**config.mk**
```make
export PLATFORM = sky130hd
export DESIGN_NAME = control_unit
export DESIGN_NICKNAME = d
export VERILOG_FILES = /design/src/rtl/control_unit.sv
export SDC_FILE = /design/constraint.sdc
export NUM_CORES = 1
export LEC_CHECK = 0
export BUFFER_PORTS_ARGS = -buffer_cell sky130_fd_sc_hd__buf_2
export CAP_MARGIN = 5
export CORE_AREA = 2 2 96 80
export CTS_BUF_LIST = sky130_fd_sc_hd__clkbuf_8 sky130_fd_sc_hd__clkbuf_16
export DETAILED_ROUTE_END_ITERATION = 8
export DIE_AREA = 0 0 98 82
export GPL_TIMING_DRIVEN = 0
export PLACE_DENSITY = 0.73
export SYNTH_ARGS = -nofsm -noshare
export SYNTH_HDL_FRONTEND = slang
export SYNTH_SLANG_ARGS = --single-unit
export TNS_END_PERCENT = 100
```
**constraint.sdc**
```tcl
create_clock -name clk -period 1.88 [get_ports clk]
set_input_delay 0.188 -clock clk [delete_from_list [all_inputs] [get_ports clk]]
set_output_delay 0.188 -clock clk [all_outputs]
set_load 0.05 [all_outputs]
```
**src/rtl/control_unit.sv**
```systemverilog
// Hardwired multi-cycle control unit: fetch T0-T2, execute T3-T5, absorbing HALT.
// Define CU_MEM_WAIT_EN to add mem_ready and let T1 stall on slow memory.
module control_unit #(
    parameter int BITS      = 32,
    parameter int REGISTERS = 16
) (
    input  logic                 clk,
    input  logic                 reset,
`ifdef CU_MEM_WAIT_EN
    input  logic                 mem_ready,
`endif
    input  logic [BITS-1:0]      IRVal,
    output logic [REGISTERS-1:0] GPRin,
    output logic [REGISTERS-1:0] GPRout,
    output logic                 PCin,
    output logic                 IRin,
    output logic                 RYin,
    output logic                 RZin,
    output logic                 MARin,
    output logic                 HILOin,
    output logic                 MDRin,
    output logic                 OUTPUTin,
    output logic                 Read,
    output logic                 Write,
    output logic                 INPUTout,
    output logic                 MDRout,
    output logic                 HILOout,
    output logic                 RZout,
    output logic                 PCout,
    output logic                 BAout,
    output logic                 IncPC,
    output logic                 ADD,
    output logic                 SUB,
    output logic                 MUL,
    output logic                 DIV,
    output logic                 SHR,
    output logic                 SHL,
    output logic                 ROR,
    output logic                 ROL,
    output logic                 AND,
    output logic                 OR,
    output logic                 NEGATE,
    output logic                 NOT,
    output logic                 run,
    output logic [31:0]          instr_count
);

    // state   | meaning
    // S_RESET | held in reset, all controls idle
    // S_T0    | PC -> MAR, PC+1 -> RZ, count fetch
    // S_T1    | memory read, RZ -> PC (stalls on mem_ready when enabled)
    // S_T2    | MDR -> IR
    // S_T3-T5 | execute steps, length depends on opcode class
    // S_HALT  | stopped until reset
    typedef enum logic [2:0] {
        S_RESET, S_T0, S_T1, S_T2, S_T3, S_T4, S_T5, S_HALT
    } state_t;

    localparam logic [4:0] OP_ADD = 5'b00011, OP_SUB = 5'b00100, OP_SHR = 5'b00101,
                           OP_SHL = 5'b00110, OP_ROR = 5'b00111, OP_ROL = 5'b01000,
                           OP_AND = 5'b01001, OP_OR  = 5'b01010, OP_MUL = 5'b01110,
                           OP_DIV = 5'b01111, OP_NEG = 5'b10000, OP_NOT = 5'b10001,
                           OP_HLT = 5'b11010;

    state_t      state_q, state_d;
    logic [31:0] cnt_q, cnt_d;
    logic        mem_ok;
    logic        alu_en;
    logic [11:0] alu_vec;
    logic        is_bin, is_md, is_un, is_halt;
    logic [4:0]  opcode;
    logic [3:0]  ra, rb, rc;
    logic        unused_ir;

`ifdef CU_MEM_WAIT_EN
    assign mem_ok = mem_ready;
`else
    assign mem_ok = 1'b1;
`endif

    assign opcode    = IRVal[31:27];
    assign ra        = IRVal[26:23];
    assign rb        = IRVal[22:19];
    assign rc        = IRVal[18:15];
    assign unused_ir = ^IRVal;

    function automatic logic [REGISTERS-1:0] reg_sel(input logic [3:0] idx);
        reg_sel = '0;
        if (int'(idx) < REGISTERS) reg_sel[idx] = 1'b1;
    endfunction

    // ALU one-hot order: ADD SUB MUL DIV SHR SHL ROR ROL AND OR NEGATE NOT
    always_comb begin
        alu_vec = '0;
        is_bin  = 1'b0;
        is_md   = 1'b0;
        is_un   = 1'b0;
        is_halt = 1'b0;
        case (opcode)
            OP_ADD: begin alu_vec[11] = 1'b1; is_bin = 1'b1; end
            OP_SUB: begin alu_vec[10] = 1'b1; is_bin = 1'b1; end
            OP_MUL: begin alu_vec[9]  = 1'b1; is_md  = 1'b1; end
            OP_DIV: begin alu_vec[8]  = 1'b1; is_md  = 1'b1; end
            OP_SHR: begin alu_vec[7]  = 1'b1; is_bin = 1'b1; end
            OP_SHL: begin alu_vec[6]  = 1'b1; is_bin = 1'b1; end
            OP_ROR: begin alu_vec[5]  = 1'b1; is_bin = 1'b1; end
            OP_ROL: begin alu_vec[4]  = 1'b1; is_bin = 1'b1; end
            OP_AND: begin alu_vec[3]  = 1'b1; is_bin = 1'b1; end
            OP_OR:  begin alu_vec[2]  = 1'b1; is_bin = 1'b1; end
            OP_NEG: begin alu_vec[1]  = 1'b1; is_un  = 1'b1; end
            OP_NOT: begin alu_vec[0]  = 1'b1; is_un  = 1'b1; end
            OP_HLT: is_halt = 1'b1;
            default: ;
        endcase
    end

    assign {ADD, SUB, MUL, DIV, SHR, SHL, ROR, ROL, AND, OR, NEGATE, NOT} =
        alu_en ? alu_vec : 12'd0;

    always_comb begin
        state_d  = state_q;
        cnt_d    = cnt_q;
        run      = 1'b0;
        alu_en   = 1'b0;
        GPRin    = '0;
        GPRout   = '0;
        PCin     = 1'b0;
        IRin     = 1'b0;
        RYin     = 1'b0;
        RZin     = 1'b0;
        MARin    = 1'b0;
        HILOin   = 1'b0;
        MDRin    = 1'b0;
        OUTPUTin = 1'b0;
        Read     = 1'b0;
        Write    = 1'b0;
        INPUTout = 1'b0;
        MDRout   = 1'b0;
        HILOout  = 1'b0;
        RZout    = 1'b0;
        PCout    = 1'b0;
        BAout    = 1'b0;
        IncPC    = 1'b0;
        case (state_q)
            S_RESET: state_d = S_T0;
            S_T0: begin
                run     = 1'b1;
                PCout   = 1'b1;
                MARin   = 1'b1;
                IncPC   = 1'b1;
                RZin    = 1'b1;
                cnt_d   = cnt_q + 32'd1;
                state_d = S_T1;
            end
            S_T1: begin
                run   = 1'b1;
                Read  = 1'b1;
                MDRin = 1'b1;
                // PC may only load on the single cycle memory completes
                if (mem_ok) begin
                    RZout   = 1'b1;
                    PCin    = 1'b1;
                    state_d = S_T2;
                end
            end
            S_T2: begin
                run     = 1'b1;
                MDRout  = 1'b1;
                IRin    = 1'b1;
                state_d = S_T3;
            end
            S_T3: begin
                run = 1'b1;
                if (is_bin || is_md) begin
                    GPRout  = reg_sel(rb);
                    RYin    = 1'b1;
                    state_d = S_T4;
                end else if (is_un) begin
                    GPRout  = reg_sel(rb);
                    alu_en  = 1'b1;
                    RZin    = 1'b1;
                    state_d = S_T4;
                end else if (is_halt) begin
                    state_d = S_HALT;
                end else begin
                    state_d = S_T0;
                end
            end
            S_T4: begin
                run = 1'b1;
                if (is_un) begin
                    RZout   = 1'b1;
                    GPRin   = reg_sel(ra);
                    state_d = S_T0;
                end else begin
                    GPRout  = reg_sel(rc);
                    alu_en  = 1'b1;
                    RZin    = 1'b1;
                    state_d = S_T5;
                end
            end
            S_T5: begin
                run = 1'b1;
                if (is_md) begin
                    HILOin = 1'b1;
                end else begin
                    RZout = 1'b1;
                    GPRin = reg_sel(ra);
                end
                state_d = S_T0;
            end
            S_HALT: state_d = S_HALT;
            default: state_d = S_RESET;
        endcase
    end

    always_ff @(posedge clk) begin
        if (reset) begin
            state_q <= S_RESET;
            cnt_q   <= '0;
        end else begin
            state_q <= state_d;
            cnt_q   <= cnt_d;
        end
    end

    assign instr_count = cnt_q;

endmodule

```
==> results of run 1 <==
==> repair_timing <==
| item | 4_1_cts | 5_1_grt |
|---|---|---|
| endpoints found under the setup margin | 62 | 69 |
| resized for setup | 161 | 96 |
| hold buffers | 0 | 0 |
| cloned | 4 | 1 |
| buffers inserted | 17 | 17 |
| pin swaps | 24 | 37 |
==> metrics by stage <==
step | hold WS, ns | power [W] | instance area [um^2] | instances
floorplan | 0.395 | 0.00114 | 3110 | 361
global placement | 0.435 | 0.00123 | 3740 | 555
detailed placement | 0.437 | 0.00124 | 3740 | 555
CTS | 0.128 | 0.00186 | 4610 | 584
global route | 0.124 | 0.00200 | 5080 | 602
finish | 0.134 | 0.00194 | 5080 | 602
==> path summary, 6_finish.rpt <==
check	from	end	slack, ns	depth (start not counted)
setup / recovery	state_q[0]$_SDFF_PP0_	GPRin[8]	-0.31	6
hold / removal	reset	state_q[1]$_SDFF_PP0_	0.13	2
setup reg to reg	state_q[1]$_SDFF_PP0_	instr_count[31]$_SDFFE_PP0P_	-0.18	8
hold reg to reg	instr_count[28]$_SDFFE_PP0P_	instr_count[28]$_SDFFE_PP0P_	0.50	2
==> Yosys cell counts (all sizes together), types with 2 or more instances <==
| master | number |
|---|---|
| a211oi | 2 |
| nor2 | 34 |
| and4 | 5 |
| or4b | 2 |
| a21oi | 23 |
| inv | 7 |
| nor2b | 7 |
| and3b | 2 |
| nor3 | 6 |
| nand4 | 14 |
| xnor2 | 5 |
| clkbuf | 17 |
| dfxtp | 35 |
| and3 | 6 |
| nand4bb | 3 |
| o2111ai | 2 |
| mux2i | 2 |
| xor2 | 8 |
| nor4 | 3 |
| or2 | 3 |
| o41ai | 9 |
| or4 | 14 |
| or3 | 12 |
| nand4b | 2 |
| nand2 | 20 |
| o21ai | 16 |
| nor3b | 6 |
| and2 | 3 |
| nand2b | 9 |
| buf | 18 |
| o31ai | 11 |
| nand3b | 2 |
| o22ai | 2 |
| nand3 | 22 |
| and4b | 12 |
| o32ai | 3 |
| nor4b | 3 |
==> flip-flops by register name (all words and copies together) (netlist names) <==
signal and cells:
instr_count 32, state_q 3
==> layout make-up <==
class	instances	area (um^2)	share of cell area [%]
Clock buffer	5	68.8	1.35
Inverter	7	26.3	0.517
Sequential cell	35	743	14.6
Tap cell	90	113	2.22
Clock inverter	3	12.5	0.246
Multi-Input combinational cell	285	2610	51.4
Buffer	35	333	6.55
Timing Repair Buffer	142	1170	23.1
==> layer usage <==
| layer | GRT usage [%] | part of all wire, % |
|---|---|---|
| met5 | 0 | 0 |
| met4 | 7.92 | 2.5 |
| met3 | 4.09 | 6.6 |
| met2 | 39.5 | 48 |
| met1 | 31.3 | 43 |
==> power breakdown <==
| part | leakage (nW) | switching [W] | internal [W] |
|---|---|---|---|
| sequential | 0.298 | 0.0000105 | 0.000750 |
| clock | 0.0505 | 0.000290 | 0.000250 |
| combinational | 1.92 | 0.000407 | 0.000230 |
| total | 2.27 | 0.000708 | 0.00123 |
==> worst max-delay path: cells and delay by family, from the launching register on <==
family          cells  cell delay, ns
simple gates        2            0.76
buf+inv             2            0.30
compound gates      2            0.27
flops               1            0.38
==> cell families after synthesis <==
| logic type | synth area share, % |
|---|---|
| AND/OR/NAND/NOR | 44.0 |
| XOR/XNOR | 4.16 |
| flip-flops | 25.6 |
| buffers and inverters | 8.40 |
| AO/OA/AOI/OAI | 16.2 |
| multiplexers | 1.14 |
| other | 0.137 |
| adder cells (fa/ha/maj) | 0.457 |
==> impl_metrics.py, run 1 <==
metrics = {
    "synth": {
        "netlist_area_um2": 2740,
        "synth_top_cell_area_share_pct": 25.6,
        "synth_seq_cells": 35,
        "async_reset_ff_share_pct": 0,
        "yosys_warnings": 0,
        "synth.largest_area_cell": "dfxtp_1",
        "netlist_instances": 357,
        "synthFlopType": "dfxtp_1",
        "synth-seq-area-share_pct": 25.6,
        "avgSynthCellArea_um2": 7.68,
        "synth_edf_count": 0,
        "netlist_top_cells_area": "dfxtp_1 (26%), nor2_1 (4.7%), and4b_1 (4.4%)",
        "ys_types": 55,
    },
    "sta": {
        "period_needed_ns": 2.19,
        "setup_ws_ns": -0.312,
        "drv_slew": 0,
        "post-route-period-util_pct": 117,
        "fin_setup_tns_ns": -10.25,
        "fmax_mhz": 456,
        "worstMarginPinSlew_ns": 0.595,
        "finalHoldViolCount": 0,
        "skew_ns": 0.00674,
        "rsz0062_at_grt": "yes",
        "setup_viol": 57,
        "slew_headroom_pct": 60.4,
    },
    "placement": {
        "port_buffers": 104,
        "dp_hpwl_um": 6410,
        "post-place-ws_ns": -0.428,
        "gp_congestion": 0.910,
    },
    "global_routing": {
        "grt_util_all_layers_pct": 23.7,
        "grt_antenna_before_repair": 0,
        "grt.overflow.total": 0,
        "grt_max_degree": 12,
        "grt_pass1_vias": 3086,
        "grt_pass1_wl_um": 15600,
    },
    "setup_path": {
        "path_class": "register to output port",
        "critPathRequiredTime_ns": 1.69,
        "crit_top_cell": "buf_8",
        "max_stage_delay_ns": 0.48,
        "critPathMaxFanout": 5,
        "cp_slowest_cell": "or4b_4",
        "arrival_ns": 2.00,
        "worst_setup_path_start_kind": "register",
        "cp_cell_sequence": "or4b_4 > o21ai_4 > a21oi_4 > buf_8 > and4b_2 > buf_8",
        "crit_path_end_kind": "output port",
    },
    "routing": {
        "firstDrtPassIters": 5,
        "antenna_left": 0,
        "wl_per_cell_um": 18.2,
        "num_vias": 3560,
        "drt-initial-drc-count": 261,
        "wl_um": 11000,
        "routed_via_density": 5.91,
        "drc": 0,
    },
    "die": {
        "io_pins": 128,
        "initial_core_util_pct": 38.5,
        "coreArea_um2": 7110,
        "die_height_um": 82,
        "row_count": 28,
        "die_area_um2": 8040,
        "fp.dieW_um": 98,
    },
    "power": {
        "power_density_nw_per_um2": 381,
        "p_leak_nw": 2.27,
        "vdd_drop_max_uv": 343,
    },
    "flow_run": {
        "drv_cap": 0,
    },
    "final_layout": {
        "n_antenna_cell": 0,
        "layout_common_cells": "buf_2 (57), buf_6 (57), buf_4 (40)",
        "finish.net_count": 546,
        "syn_to_final_growth_pct": 85.4,
        "utilization_pct": 71.4,
        "drive_above_1_share_pct": 62.3,
        "fillers": 462,
    },
    "clock_tree": {
        "cts.path.max_buffers": 2,
        "cts_max_level": 2,
        "insertion_delay_ns": 0.29,
        "numClockSinks": 35,
        "cts_tree": "yes",
        "cts-root-buf": "clkbuf_8",
        "cts.reportedPaths.clkPinSlew_ns": 0.08,
        "cts_buffers": 5,
    },
    "run_status": {
        "status": "finished with violations",
        "violations": "negative setup slack",
    },
    "hold_path": {
        "hp-class": "input pin to register",
    },
}
Power figures use the tool's default switching activity.
==> run 2, diff against run 1 <==
--- a/config.mk
+++ b/config.mk
@@ -8,7 +8,6 @@
 export BUFFER_PORTS_ARGS = -buffer_cell sky130_fd_sc_hd__buf_2
 export CAP_MARGIN = 5
 export CORE_AREA = 2 2 96 80
-export CTS_BUF_LIST = sky130_fd_sc_hd__clkbuf_8 sky130_fd_sc_hd__clkbuf_16
 export DETAILED_ROUTE_END_ITERATION = 8
 export DIE_AREA = 0 0 98 82
 export GPL_TIMING_DRIVEN = 0
==> run 2 against run 1 <==
Compared with the run above:
- the flow still finishes with violations (negative setup slack)
- largest power group unchanged
- sequential cell count stayed put
- design area did not move
- total power grew 0.27%
- global-route usage did not move
- sequential share of layout area unchanged
- hold slack better by 0.0024 ns
- critical path type unchanged
- cell count unchanged
- clock-buffer cell count grew 2
- fmax grew 0.12%
- non-clock buffer count is the same
==> impl_metrics.py, run 2 (synthesis results as in run 1) <==
metrics = {
    "sta": {
        "fmax_mhz": 457,
        "fin_hold_ws_ns": 0.137,
        "worstMarginPinSlew_ns": 0.595,
        "slew_headroom_pct": 60.3,
        "skew_ns": 0.00582,
        "period_needed_ns": 2.19,
        "drv_slew": 0,
        "finalHoldViolCount": 0,
        "setup_viol": 57,
        "setup_ws_ns": -0.310,
        "rsz0062_at_grt": "yes",
        "post-route-period-util_pct": 116,
    },
    "setup_path": {
        "worst_setup_path_start_kind": "register",
        "arrival_ns": 2.00,
        "crit_path_end_kind": "output port",
        "critPathRequiredTime_ns": 1.69,
        "path_class": "register to output port",
        "critPathMaxFanout": 5,
    },
    "run_status": {
        "status": "finished with violations",
        "violations": "negative setup slack",
    },
    "global_routing": {
        "grt.overflow.total": 0,
        "grt_pass1_wl_um": 15600,
        "grt_util_all_layers_pct": 23.7,
        "grt_antenna_before_repair": 0,
        "grt_max_degree": 12,
        "grt_pass1_vias": 3086,
    },
    "placement": {
        "dp_hpwl_um": 6410,
        "post-place-ws_ns": -0.428,
        "post-place-cells": 555,
        "gp_congestion": 0.910,
        "port_buffers": 104,
    },
    "routing": {
        "routed_via_density": 6.02,
        "drt-initial-drc-count": 261,
        "firstDrtPassIters": 4,
        "antenna_left": 0,
        "drc": 0,
        "wl_um": 11000,
        "num_vias": 3625,
        "wl_per_cell_um": 18.3,
    },
    "die": {
        "io_pins": 128,
        "initial_core_util_pct": 38.5,
        "fp.dieW_um": 98,
        "die_area_um2": 8040,
        "die_height_um": 82,
        "coreArea_um2": 7110,
        "row_count": 28,
    },
    "power": {
        "p_leak_nw": 2.26,
        "power_density_nw_per_um2": 382,
        "vdd_drop_max_uv": 342,
    },
    "final_layout": {
        "largest_reg_flops": 32,
        "n_antenna_cell": 0,
        "fillers": 462,
        "utilization_pct": 71.4,
        "final_cells": 602,
        "multi_input_area_um2": 2610,
        "finish.net_count": 546,
        "layout_common_cells": "buf_2 (57), buf_6 (57), buf_4 (40)",
        "drive_above_1_share_pct": 62.3,
        "register_area_um2": 743,
        "syn_to_final_growth_pct": 85.4,
    },
    "clock_tree": {
        "holdBufCountCts": 0,
        "cts_buffers": 5,
        "cts-root-buf": "clkbuf_8",
        "cts_tree": "yes",
        "numClockSinks": 35,
        "cts.path.max_buffers": 2,
        "cts_max_level": 2,
        "insertion_delay_ns": 0.29,
        "cts.reportedPaths.clkPinSlew_ns": 0.07,
    },
    "hold_path": {
        "hp-class": "input pin to register",
    },
    "flow_run": {
        "drv_cap": 0,
    },
}
[run 2: cell count changes in the layout (fill, tap and decap cells not counted)]
cell	previous run	this run
inv_1	9	7
clkbuf_1	4	6
[run 2: where the power goes]
group	total (W)	leakage [nW]	internal, W	switching (W)
clock network	0.000545	0.0422	0.000260	0.000284
logic	0.000638	1.92	0.000230	0.000408
registers	0.000761	0.298	0.000750	0.0000105
[run 2: per-stage QoR]
step                      TNS [ns]  instance area, um^2  total power (W)
final                       -10.22                 5080          0.00194
after global routing        -13.70                 5080          0.00201
after CTS                    -8.65                 4610          0.00187
after detailed placement     -7.01                 3740          0.00124
after global placement       -5.99                 3740          0.00123
after floorplan              -2.03                 3110          0.00114
[run 2: layer usage]
layer	up-vias	global-route usage (%)	share of wire [%]	wire, um
met4	0	7.92	2.8	312
met3	42	4.09	7.4	814
met2	192	39.5	48	5300
met5	-	0	0	0
met1	1736	31.3	42	4570
li1	1655	-	-	-
[run 2: worst max-delay path, cell delays in order (launching register included)]
cell,delay [ns]
dfxtp_4,0.38
or4b_4,0.48
o21ai_4,0.17
a21oi_4,0.10
buf_8,0.16
and4b_2,0.28
buf_8,0.14
[run 2: repair_timing]
action / in CTS / in global routing
gates resized for setup: 161 / 96
pin swaps: 24 / 37
cloned: 4 / 1
setup endpoints to repair: 62 / 69
hold endpoints to repair: 0 / 0
buffers inserted: 17 / 17
[run 2: final timing paths]
kind / startpoint / endpoint / slack [ns] / depth (start not counted)
worst min-delay path: reset / instr_count[6]$_SDFFE_PP0P_ / 0.14 / 2
worst min register to register: instr_count[28]$_SDFFE_PP0P_ / instr_count[28]$_SDFFE_PP0P_ / 0.50 / 2
worst max-delay path: state_q[0]$_SDFF_PP0_ / GPRin[8] / -0.31 / 6
worst max register to register: state_q[1]$_SDFF_PP0_ / instr_count[31]$_SDFFE_PP0P_ / -0.19 / 8
[run 2: layout make-up]
type                    instances  share of cell area (%)
inverters                       7                   0.517
plain buffers                  35                    6.55
clock inverters                 1                  0.0985
flip-flops and latches         35                    14.6
well taps                      90                    2.22
clock buffers                   7                    1.50
multi-input cells             285                    51.4
repair buffers                142                    23.1
==> run 3, diff against run 2 <==
--- a/config.mk
+++ b/config.mk
@@ -7,11 +7,14 @@
 export LEC_CHECK = 0
 export BUFFER_PORTS_ARGS = -buffer_cell sky130_fd_sc_hd__buf_2
 export CAP_MARGIN = 5
-export CORE_AREA = 2 2 96 80
+export CELL_PAD_IN_SITES_DETAIL_PLACEMENT = 1
+export CELL_PAD_IN_SITES_GLOBAL_PLACEMENT = 1
+export CORE_AREA = 2 2 110 91
 export DETAILED_ROUTE_END_ITERATION = 8
-export DIE_AREA = 0 0 98 82
+export DIE_AREA = 0 0 112 93
 export GPL_TIMING_DRIVEN = 0
-export PLACE_DENSITY = 0.73
+export PLACE_DENSITY = 0.81
+export RECOVER_POWER = 100
 export SYNTH_ARGS = -nofsm -noshare
 export SYNTH_HDL_FRONTEND = slang
 export SYNTH_SLANG_ARGS = --single-unit
==> constraint.sdc (replaced) <==
create_clock -name clk -period 1.8 [get_ports clk]
set_input_delay 0.18 -clock clk [delete_from_list [all_inputs] [get_ports clk]]
set_output_delay 0.18 -clock clk [all_outputs]
set_load 0.05 [all_outputs]
==> run 3 against run 2 <==
Compared with the run above:
- the flow still finishes with violations (negative setup slack)
- clock-buffer cell count stayed put
- sequential share of layout area is 0.16 points lower
- non-clock buffer count is 2 higher
- worst setup slack worse by 0.18 ns
- sequential cell count stayed put
- clock power is 55% higher
- first-iteration DRC count is 25% lower
- clock skew is 0.00065 ns lower
- register-to-register slack hardly changed
==> impl_metrics.py, run 3 (synthesis results as in run 1) <==
metrics = {
    "die": {
        "fp.dieW_um": 112,
        "initial_core_util_pct": 29.2,
        "die_height_um": 93,
        "io_pins": 128,
        "row_count": 32,
        "die_area_um2": 10400,
        "coreArea_um2": 9370,
    },
    "clock_tree": {
        "cts_buffers": 5,
        "cts.path.max_buffers": 2,
        "holdBufCountCts": 0,
        "cts_max_level": 2,
        "insertion_delay_ns": 0.29,
        "cts.reportedPaths.clkPinSlew_ns": 0.05,
        "numClockSinks": 35,
        "cts-root-buf": "clkbuf_16",
        "cts_tree": "yes",
    },
    "placement": {
        "gp_congestion": 0.824,
        "post-place-cells": 584,
        "dp_hpwl_um": 8050,
        "port_buffers": 104,
        "placed_area_um2": 3880,
    },
    "sta": {
        "period_needed_ns": 2.29,
        "slew_headroom_pct": 50.8,
        "fmax_mhz": 437,
        "setup_viol": 64,
        "rsz0062_at_grt": "yes",
        "fin_setup_tns_ns": -18.58,
        "worstMarginPinSlew_ns": 0.737,
        "finalHoldViolCount": 0,
        "drv_slew": 0,
        "skew_ns": 0.00517,
        "post-route-period-util_pct": 127,
        "setup_ws_ns": -0.489,
    },
    "power": {
        "power_density_nw_per_um2": 428,
        "p_int_w": 0.00153,
        "clockPowerShare_pct": 36.3,
        "p_seq_share_pct": 33.2,
        "pwr-share-comb_pct": 30.5,
        "vdd_drop_max_uv": 396,
        "netSwitchingFraction_pct": 34.6,
        "p_leak_nw": 2.21,
        "p_switching_w": 0.000806,
    },
    "final_layout": {
        "drive_above_1_share_pct": 60.2,
        "layout_commonest_cell": "buf_6",
        "layout_common_cells": "buf_6 (51), buf_4 (41), clkbuf_1 (38)",
        "finish.net_count": 547,
        "fin_area_um2": 5450,
        "final_cells": 632,
        "largest_reg_flops": 32,
        "n_antenna_cell": 0,
        "syn_to_final_growth_pct": 98.9,
    },
    "hold_path": {
        "min-delay-start": "reset",
        "hp-class": "input pin to register",
    },
    "global_routing": {
        "grt_util_all_layers_pct": 22.8,
        "grt_antenna_before_repair": 0,
        "grt_pass1_vias": 3662,
        "grt.overflow.total": 0,
        "grt_max_degree": 11,
        "grt_pass1_wl_um": 19400,
    },
    "routing": {
        "wl_per_cell_um": 24.0,
        "num_vias": 3786,
        "drt-initial-drc-count": 197,
        "firstDrtPassIters": 5,
        "drc": 0,
        "antenna_left": 0,
        "wl_um": 15200,
        "routed_via_density": 5.99,
    },
    "run_status": {
        "status": "finished with violations",
        "violations": "negative setup slack",
    },
    "flow_run": {
        "drv_cap": 0,
    },
    "setup_path": {
        "r2r_start": "state_q[1]$_SDFF_PP0_",
        "startpoint": "state_q[1]$_SDFF_PP0_",
        "path_class": "register to output port",
        "critPathRequiredTime_ns": 1.62,
        "critPathMaxFanout": 5,
        "worst_setup_path_start_kind": "register",
        "arrival_ns": 2.11,
        "crit_path_end_kind": "output port",
    },
}
[run 3: stage by stage]
stage | hold WS [ns] | util (%) | total power (W) | setup slack, ns
3_5_place_dp | 0.423 | 41.5 | 0.00131 | -0.503
4_1_cts | 0.136 | 51.3 | 0.00222 | -0.426
6_report | 0.148 | 58.2 | 0.00233 | -0.489
3_3_place_gp | 0.414 | 41.5 | 0.00129 | -0.425
2_1_floorplan | 0.384 | - | 0.00119 | -0.472
5_1_grt | 0.149 | 58.2 | 0.00241 | -0.533
[run 3: area by class of cell]
cell class,instances,area [um^2]
sequential,35,788
fill,1033,3920
buffer,35,373
tap,119,149
clock buffer,7,133
inverter,7,26.3
multi-input combinational,284,2780
timing repair buffer,144,1200
clock inverter,1,5.00
[run 3: worst max-delay path: stages, from the launching register on]
cell	delay [ns]
dfxtp_4	0.36
or4b_4	0.54
o21ai_4	0.16
a21oi_4	0.12
clkbuf_16	0.17
and4b_4	0.33
buf_8	0.14
[run 3: layer usage]
metal / GRT usage, % / routed length, um / vias to the layer above
met3: 3.18 / 755 / 67
li1: - / - / 1652
met5: 0 / 0 / -
met1: 29.9 / 6170 / 1887
met2: 38.7 / 7550 / 180
met4: 7.72 / 685 / 0
[run 3: worst paths after layout]
kind	slack (ns)	cells past startpoint	endpoint
worst min register to register	0.49	2	instr_count[14]$_SDFFE_PP0P_
worst min-delay path	0.15	2	instr_count[12]$_SDFFE_PP0P_
worst max register to register	-0.19	7	instr_count[22]$_SDFFE_PP0P_
worst max-delay path	-0.49	6	GPRin[8]
[run 3: power by group through the flow]
stage / clock (W) / sequential (W) / combinational (W)
CTS: 0.000829 / 0.000777 / 0.000613
global placement: 0 / 0.000797 / 0.000495
global route: 0.000902 / 0.000776 / 0.000735
floorplan: 0 / 0.000810 / 0.000376
detailed placement: 0 / 0.000798 / 0.000511
finish: 0.000847 / 0.000775 / 0.000710
[run 3: repair_timing]
| action | CTS | global route |
|---|---|---|
| pin swaps | 26 | 43 |
| setup endpoints to repair | 78 | 79 |
| gates cloned | 3 | 1 |
| buffers inserted | 14 | 22 |
| gates resized for setup | 169 | 127 |
